[src/rtl/shared_reg_arbiter_if.sv]
// ============================================================================
// shared_reg_arbiter_if : requester/arbiter bus for the shared register block
// Rev 1.0
// ============================================================================
`timescale 1ns/1ps
`default_nettype none

interface shared_reg_arbiter_if #(
  parameter int NUM_REQ = 4,
  parameter int WIDTH   = 8,
  parameter int IDXW    = 2
);
  logic [NUM_REQ-1:0]       req;
  logic [2*NUM_REQ-1:0]     op;
  logic [WIDTH*NUM_REQ-1:0] wdata;
  logic [NUM_REQ-1:0]       gnt;
  logic [NUM_REQ-1:0]       ack;
  logic                     busy;
  logic [IDXW-1:0]          owner;
  logic [WIDTH-1:0]         q;
  logic [WIDTH-1:0]         q_n;

  modport master (
    output req, op, wdata,
    input  gnt, ack, busy, owner, q, q_n
  );

  modport slave (
    input  req, op, wdata,
    output gnt, ack, busy, owner, q, q_n
  );
endinterface

`default_nettype wire

[src/rtl/shared_reg_arbiter.sv]
// ============================================================================
// shared_reg_arbiter : round-robin arbiter that sequences commands into one
//                      shared register via a grant/commit/ack handshake
// Rev 1.0
// ============================================================================
`timescale 1ns/1ps
`default_nettype none

module shared_reg_arbiter #(
  parameter int NUM_REQ = 4,
  parameter int WIDTH   = 8,
  parameter int IDXW    = 2
) (
  input  logic                 clk,
  input  logic                 reset,
  shared_reg_arbiter_if.slave  bus
);

  typedef enum logic [1:0] {
    IDLE  = 2'd0,
    GRANT = 2'd1,
    ACK   = 2'd2
  } state_t;

  localparam logic [1:0] OP_LOAD  = 2'b00;
  localparam logic [1:0] OP_CLEAR = 2'b01;
  localparam logic [1:0] OP_SET   = 2'b10;

  state_t               state_q;
  logic [IDXW-1:0]      ptr_q;
  logic [IDXW-1:0]      owner_q;
  logic [NUM_REQ-1:0]   gnt_q;
  logic [NUM_REQ-1:0]   ack_q;
  logic [WIDTH-1:0]     q_q;

  logic [1:0]           op_a    [NUM_REQ];
  logic [WIDTH-1:0]     wdata_a [NUM_REQ];
  logic [IDXW-1:0]      win;
  logic                 win_vld;
  logic [IDXW-1:0]      idx_w;
  logic [WIDTH-1:0]     q_d;
  logic [IDXW-1:0]      ptr_d;

  always_comb begin
    for (int i = 0; i < NUM_REQ; i++) begin
      op_a[i]    = bus.op[2*i +: 2];
      wdata_a[i] = bus.wdata[WIDTH*i +: WIDTH];
    end
  end

  // Scan downward so the last hit is the first requester at or after ptr.
  always_comb begin
    int idx;
    idx     = 0;
    idx_w   = '0;
    win     = '0;
    win_vld = 1'b0;
    for (int k = NUM_REQ-1; k >= 0; k--) begin
      idx = int'(ptr_q) + k;
      if (idx >= NUM_REQ) idx = idx - NUM_REQ;
      idx_w = IDXW'(idx);
      if (bus.req[idx_w]) begin
        win_vld = 1'b1;
        win     = idx_w;
      end
    end
  end

  always_comb begin
    case (op_a[owner_q])
      OP_LOAD:  q_d = wdata_a[owner_q];
      OP_CLEAR: q_d = '0;
      OP_SET:   q_d = '1;
      default:  q_d = ~q_q;
    endcase
    ptr_d = (owner_q == IDXW'(NUM_REQ-1)) ? '0 : owner_q + 1'b1;
  end

  always_ff @(posedge clk or posedge reset) begin
    if (reset) begin
      state_q <= IDLE;
      ptr_q   <= '0;
      owner_q <= '0;
      gnt_q   <= '0;
      ack_q   <= '0;
      q_q     <= '0;
    end else begin
      case (state_q)
        IDLE: begin
          if (win_vld) begin
            gnt_q   <= NUM_REQ'(1) << win;
            owner_q <= win;
            state_q <= GRANT;
          end
        end
        GRANT: begin
          gnt_q <= '0;
          // A requester that withdrew during its grant cycle forfeits the slot.
          if (bus.req[owner_q]) begin
            q_q     <= q_d;
            ack_q   <= NUM_REQ'(1) << owner_q;
            ptr_q   <= ptr_d;
            state_q <= ACK;
          end else begin
            state_q <= IDLE;
          end
        end
        ACK: begin
          ack_q   <= '0;
          state_q <= IDLE;
        end
        default: state_q <= IDLE;
      endcase
    end
  end

  assign bus.gnt   = gnt_q;
  assign bus.ack   = ack_q;
  assign bus.busy  = (state_q != IDLE);
  assign bus.owner = owner_q;
  assign bus.q     = q_q;
  assign bus.q_n   = ~q_q;

endmodule

`default_nettype wire

[src/flat_wrapper.sv]
// flat-port wrapper written by rule: the top's interface ports become plain ports
module shared_reg_arbiter_flat 
#(
  parameter int NUM_REQ = 4,
  parameter int WIDTH   = 8,
  parameter int IDXW    = 2
)
  (clk, reset, bus_req, bus_op, bus_wdata, bus_gnt, bus_ack, bus_busy, bus_owner, bus_q, bus_q_n);
  shared_reg_arbiter_if #(.NUM_REQ(NUM_REQ), .WIDTH(WIDTH), .IDXW(IDXW)) bus_i ();
  input  logic clk;
  input  logic reset;
  input wire logic [$bits(bus_i.req)-1:0] bus_req;
  input wire logic [$bits(bus_i.op)-1:0] bus_op;
  input wire logic [$bits(bus_i.wdata)-1:0] bus_wdata;
  output wire logic [$bits(bus_i.gnt)-1:0] bus_gnt;
  output wire logic [$bits(bus_i.ack)-1:0] bus_ack;
  output wire logic [$bits(bus_i.busy)-1:0] bus_busy;
  output wire logic [$bits(bus_i.owner)-1:0] bus_owner;
  output wire logic [$bits(bus_i.q)-1:0] bus_q;
  output wire logic [$bits(bus_i.q_n)-1:0] bus_q_n;
  assign bus_i.req = bus_req;
  assign bus_i.op = bus_op;
  assign bus_i.wdata = bus_wdata;
  assign bus_gnt = bus_i.gnt;
  assign bus_ack = bus_i.ack;
  assign bus_busy = bus_i.busy;
  assign bus_owner = bus_i.owner;
  assign bus_q = bus_i.q;
  assign bus_q_n = bus_i.q_n;
  shared_reg_arbiter #(.NUM_REQ(NUM_REQ), .WIDTH(WIDTH), .IDXW(IDXW)) u_core (.clk(clk), .reset(reset), .bus(bus_i));
endmodule
[config.mk]
export PLATFORM = sky130hd
export DESIGN_NAME = shared_reg_arbiter_flat
export DESIGN_NICKNAME = d
export VERILOG_FILES = /design/src/rtl/shared_reg_arbiter_if.sv /design/src/rtl/shared_reg_arbiter.sv /design/src/flat_wrapper.sv
export SDC_FILE = /design/constraint.sdc
export NUM_CORES = 1
export LEC_CHECK = 0
export BUFFER_PORTS_ARGS = -buffer_cell sky130_fd_sc_hd__buf_2
export CAP_MARGIN = 20
export CORE_MARGIN = 3
export CORE_UTILIZATION = 40
export CTS_CLUSTER_DIAMETER = 30
export DETAILED_ROUTE_END_ITERATION = 7
export HOLD_SLACK_MARGIN = 0.05
export PLACE_DENSITY = 0.75
export SLEW_MARGIN = 25
export SYNTH_ARGS = -nofsm -noshare
export SYNTH_HDL_FRONTEND = slang
export SYNTH_SLANG_ARGS = --single-unit
export TNS_END_PERCENT = 30
[constraint.sdc]
create_clock -name clk -period 1.8 [get_ports clk]
set_clock_uncertainty 0.1 [all_clocks]
set_input_delay 0.09 -clock clk [delete_from_list [all_inputs] [get_ports clk]]
set_output_delay 0.09 -clock clk [all_outputs]
set_load 0.02 [all_outputs]
## Word-level counts from Yosys, hierarchy flattened

Cells that the tools add are included.
W data, S select, Z words.

- Input port bits: 46
- Output and inout bits: 27
- Word-level logic and storage cells: 81
- Register bits after elaboration: 22

- Eq/ne operators: 7
- $add $sub $neg: 8
- Shift operators: 2
- Reductions and logical operators: 9
- Bitwise operators: 2
- Muxes and demuxes: 37
- Magnitude comparators: 10

Operator list:

| cell | count |
|---|---|
| $mux W2 | 13 |
| $pmux W8 S3 | 1 |
| $bmux W8 S2 | 1 |
| $mux W8 | 2 |
| $pmux W4 S2 | 2 |
| $lt A2 B3 Y1 const B | 5 |
| $ge A3 B3 Y1 const B | 4 |
| $bmux W1 S2 | 5 |
| $mux W1 | 9 |
| $mux W4 | 2 |
| $not A8 Y8 | 1 |
| $reduce_and A2 Y1 | 4 |
| $shl A1 B2 Y4 const A | 2 |
| $sub A2 B1 Y2 const B | 4 |
| $add A2 B2 Y3 const B | 2 |
| $eq A2 B2 Y1 const B | 3 |
| $reduce_bool A2 Y1 | 3 |
| $bmux W2 S2 | 1 |
| $eq A2 B1 Y1 const B | 2 |
| $logic_not A2 Y1 | 2 |
| $ne A2 B1 Y1 const B | 2 |
| $pmux W2 S2 | 1 |
| $add A2 B1 Y3 const B | 1 |
| $ge A2 B3 Y1 const B | 1 |
| other kinds (2) | 2 |

## Depth between registers and ports, before layout

- Word-level depth: 12
- Mapped depth: 7

## Least setup slack after synthesis

OpenSTA, ideal clock, no wires.

- Kind: reg2reg
- From: reg u_core.owner_q[1] (netlist: u_core.bus.owner[1])
- To: reg u_core.ptr_q[1]
- Stages on the path, launching flop included: 4
- Library setup time: 125 ps
- Data required time: 1,575 ps
- Data arrival time: 1,666 ps
- Setup slack: -90 ps
- Cells stage by stage: dfrtp_1 -> mux4_2 -> nand3b_2 -> mux2_2

- Cells in the longest elaborated chain, start to end: 3
- Elaborated cells between the ends (all ways): 6
- Those cells by class: add/sub: 1; eq/ne: 1; mux: 3; reduce/logical: 1

Ends and longest elaborated chain:

| item | line | source |
|---|---|---|
| from (decl) | shared_reg_arbiter.sv:31 | `logic [IDXW-1:0] owner_q;` |
| from (signal assigned) | shared_reg_arbiter.sv:92 | `owner_q <= win;` |
| $bmux W1 S2 | shared_reg_arbiter.sv:99 | `if (bus.req[owner_q]) begin` |
| $mux W1 (implied by the code) | shared_reg_arbiter.sv:99 |  |
| $reduce_and A2 Y1 (no line) | n/a |  |
| to (signal assigned) | shared_reg_arbiter.sv:102 | `ptr_q <= ptr_d;` |
| to (decl) | shared_reg_arbiter.sv:30 | `logic [IDXW-1:0] ptr_q;` |

Parallel ways exist; a longest one is shown, timed or not. The select of a mux whose other input is x is not followed.
A chain may end at the register's enable or synchronous reset.

## Worst setup path in the final report

- From: reg u_core.owner_q[1] (netlist: u_core.bus.owner[1])
- To: reg u_core.q_q[6] (netlist: u_core.bus.q[6])

- Cells in the longest elaborated chain, start to end: 6
- Elaborated cells between the ends (all ways): 14
- Those cells by class: eq/ne: 2; mux: 9; bitwise: 1; reduce/logical: 2

Ends and longest elaborated chain:

| item | line | source |
|---|---|---|
| $not A2 Y3 (implied by the code) | shared_reg_arbiter.sv:70, shared_reg_arbiter.sv:71 |  |
| $bmux W2 S2 | shared_reg_arbiter.sv:70 | `case (op_a[owner_q])` |
| $mux W2 (implied by the code) (2 in a row) | shared_reg_arbiter.sv:70 |  |
| $eq A2 B2 Y1 (tied with other cells) | shared_reg_arbiter.sv:70 |  |
| $pmux W8 S3 | shared_reg_arbiter.sv:70 |  |
| to (signal assigned) | shared_reg_arbiter.sv:100 | `q_q <= q_d;` |
| to (decl) | shared_reg_arbiter.sv:34 | `logic [WIDTH-1:0] q_q;` |

Parallel ways exist; a longest one is shown, timed or not. The select of a mux whose other input is x is not followed.

==> metrics.csv <==
stage,metric,value,unit
status,status,completed,
routing,# DRC,0,
placed_design,Final GP Congestion,0.7875,
grt,global-route wire length before repair,5.568,mm
pwr,Leak,0.9844,nW
die,Initial Utilization,0.4367,
layout,Layout Nets,259,
synthesis,post-synth top area share,0.3936,
worst_setup_path,Worst Setup End Kind,register,
pwr,P_sw,1.556,mW
die,IO Pins,73,
placed_design,IO buf count,72,
worst_setup_path,worst path arrival time,1.84,ns
flow_run,Max Cap Viol,0,
worst_setup_path,worst setup path end,u_core.bus.q[6]$_DFFE_PP0P_,
pwr,clock power share,0.068,
layout,antenna cells,0,
synthesis,synth unique cells,30,
timing,Hold Slack,0.1432,ns
pwr,VDD IR max,0.7256,mV
routing,Vias/cell,5.250,
worst_setup_path,reg2reg end,u_core.bus.q[6]$_DFFE_PP0P_,
cts,"CTS clk-pin slew, worst paths",0.12,ns
worst_setup_path,FF-to-FF path depth,5,
routing,Iter 0 DRT Violations,42,
timing,part of the cycle the worst path needs,0.9569,
pwr,Pwr Total,3.343,mW
timing,Slew HR,0.7658,
synthesis,warnings from Yosys,0,
synthesis,cells after synthesis,128,
worst_setup_path,beginning of the critical path,u_core.bus.owner[1]$_DFFE_PP0P_,
synthesis,most area-consuming cells after synthesis,"dfrtp_1 (39%), mux4_2 (16%), a22o_1 (5.0%), a2bb2oi_1 (5.0%), o21ai_0 (5.0%)",
cts,Skew-Pair Late Insertion Delay,0.30,ns
die,core region area,3203,um2
routing,Routed WL per cell,14.21,um
worst_setup_path,reg2reg setup slack,0.08,ns
grt,GRT Residual Overflow,0,
hold_path,Worst Hold Class,primary input to register,
routing,drt pass-1 iters,4,
worst_setup_path,Critical Path Fanout Max,8,
timing,Final Hold Viols,0,
pwr,PD cells,1773,nW/um2
timing,Final setup viols,0,
routing,vias,1323,
worst_setup_path,Startpoint Class,register,
synthesis,post-synthesis sequential area ratio,0.3936,
pwr,Pint,1.787,mW
placed_design,dpl hpwl,2.835,mm
grt,vias in the first global route,1272,
timing,worst slew pin tran,0.3513,ns
synthesis,Syn Nets,178,
cts,CTS tree,built,
pwr,combinational fraction of design power,0.641,
die,chip width,65.14,um
die,row cnt,20,
timing,FMAX,0.5806,GHz
layout,Area Overhead vs Synth,34.79,%
timing,"Slew Viols, Final",0,
grt,initial antenna violation count,0,
synthesis,Syn Std Cell Area,1399,um2
cts,Sink Count,22,
routing,WL final,3.582,mm
routing,post-route antenna net violation count,0,
worst_setup_path,Crit path required time,1.92,ns
grt,Total Routing Usage GR,0.1654,
synthesis,Mean Syn Cell Area,10.93,um2
worst_setup_path,origin of the critical flop-to-flop path,u_core.bus.owner[1]$_DFFE_PP0P_,
synthesis,leading area contributor after synthesis,dfrtp_1,
cts,clk root buf,clkbuf_4,
die,die footprint,4243,um2
die,Die Y,65.14,um
pwr,Net Sw Frac,0.4654,
layout,layout cells sized above 1,0.4952,
synthesis,Synth Register Bits,22,
cts,# H-tree levels,1,
timing,fin crit period,1.722,ns
cts,maximum clock path buffer count,2,
grt,largest net degree at the start of global routing,23,
cts,cts bufs inserted,3,
pwr,register share of total power,0.291,
worst_setup_path,critical path type,register to register,
layout,final core utilization,0.5887,
worst min path at each step:
stage,from,endpoint,depth (start not counted)
after floorplan,reset,u_core.bus.ack[0]$_DFFE_PP0P_,1
after global placement,reset,u_core.bus.q[2]$_DFFE_PP0P_,3
after detailed placement,reset,u_core.bus.q[2]$_DFFE_PP0P_,3
after CTS,bus_req[3],u_core.bus.owner[1]$_DFFE_PP0P_,3
after global routing,bus_req[3],u_core.bus.gnt[2]$_DFFE_PP0P_,3
final,bus_req[2],u_core.state_q[0]$_DFFE_PP0P_,4
kinds of logic after synthesis:
group / after synthesis / share of synthesized area
DFF: 22 / 0.3936
and+or+nand+nor: 29 / 0.1046
adders and majority gates: 4 / 0.03578
buffers and inverters: 20 / 0.06529
muxes: 12 / 0.1878
AOI/OAI and AO/OA: 41 / 0.2129
per-layer routing:
| metal | track usage | vias up | share of wire |
|---|---|---|---|
| met5 | 0 | - | 0 |
| met4 | 0.02591 | 0 | 0 |
| met3 | 0.02735 | 0 | 0.088 |
| met2 | 0.3078 | 61 | 0.48 |
| met1 | 0.2044 | 629 | 0.43 |
| li1 | - | 633 | - |
final cells by class:
cell class / count / area, um2
inverter: 14 / 52.55
tap: 44 / 55.05
fill: 296 / 1318
sequential: 22 / 553.0
multi-input combinational: 86 / 757.0
clock buffer: 4 / 26.28
timing repair buffer: 82 / 441.7
power groups by stage:
stage | clock network (mW) | registers (mW) | logic, mW
6_report | 0.227 | 0.973 | 2.14
5_1_grt | 0.251 | 1.01 | 2.34
4_1_cts | 0.232 | 0.974 | 2.13
3_3_place_gp | 0 | 0.975 | 2.09
3_5_place_dp | 0 | 0.979 | 2.13
2_1_floorplan | 0 | 1.17 | 1.29
critical path: stages, from the launching register on:
cell,delay (ns)
dfrtp_2,0.43
mux4_2,0.40
nand3b_2,0.11
buf_4,0.17
a21oi_4,0.23
a2bb2oi_1,0.20
flip-flops by register name (all words and copies together), names as in the netlist:
register          count
u_core.bus.ack        4
u_core.state_q        2
u_core.bus.q          8
u_core.ptr_q          2
u_core.bus.gnt        4
u_core.bus.owner      2
what timing repair did:
item	CTS	global route
setup endpoints to repair	0	5
hold endpoints to repair	22	0
resized for setup	0	1
hold buffers	1	0
buffers inserted	0	1
synth_stat cells:
cell type / n
or4_1: 1
a21o_1: 2
nand2b_2: 1
buf_2: 1
clkbuf_1: 3
o31ai_1: 1
dfrtp_1: 22
o22ai_1: 1
mux4_1: 1
o21bai_1: 2
and4b_1: 1
inv_1: 13
a21oi_1: 1
mux2_2: 1
a22o_1: 8
nand2_1: 18
a21boi_0: 1
ha_1: 4
nor2_1: 1
or2_2: 2
nor2b_1: 4
buf_6: 2
o21ai_0: 14
a31oi_1: 1
inv_2: 1
a2bb2oi_1: 8
o22a_1: 1
nand3b_2: 1
mux4_2: 10
a21oi_4: 1
cells in the final DEF (no fill, tap or decap), types with 8 or more instances in the layout:
| master | n |
|---|---|
| mux4_2 | 10 |
| buf_2 | 72 |
| dfrtp_1 | 20 |
| o21ai_0 | 14 |
| a22o_1 | 8 |
| nand2_1 | 18 |
| inv_1 | 13 |
| a2bb2oi_1 | 8 |
| buf_4 | 8 |
metrics by stage:
step           setup TNS [ns]  setup WS (ns)  cell area (um2)  cells
2_1_floorplan               0       0.009734             1401    128
3_3_place_gp                0         0.1595             1838    246
3_5_place_dp                0        0.07515             1838    246
4_1_cts                     0        0.04301             1874    251
5_1_grt             -0.003171      -0.001716             1886    252
6_report                    0        0.07760             1886    252
(Power assumes the default switching activity.)
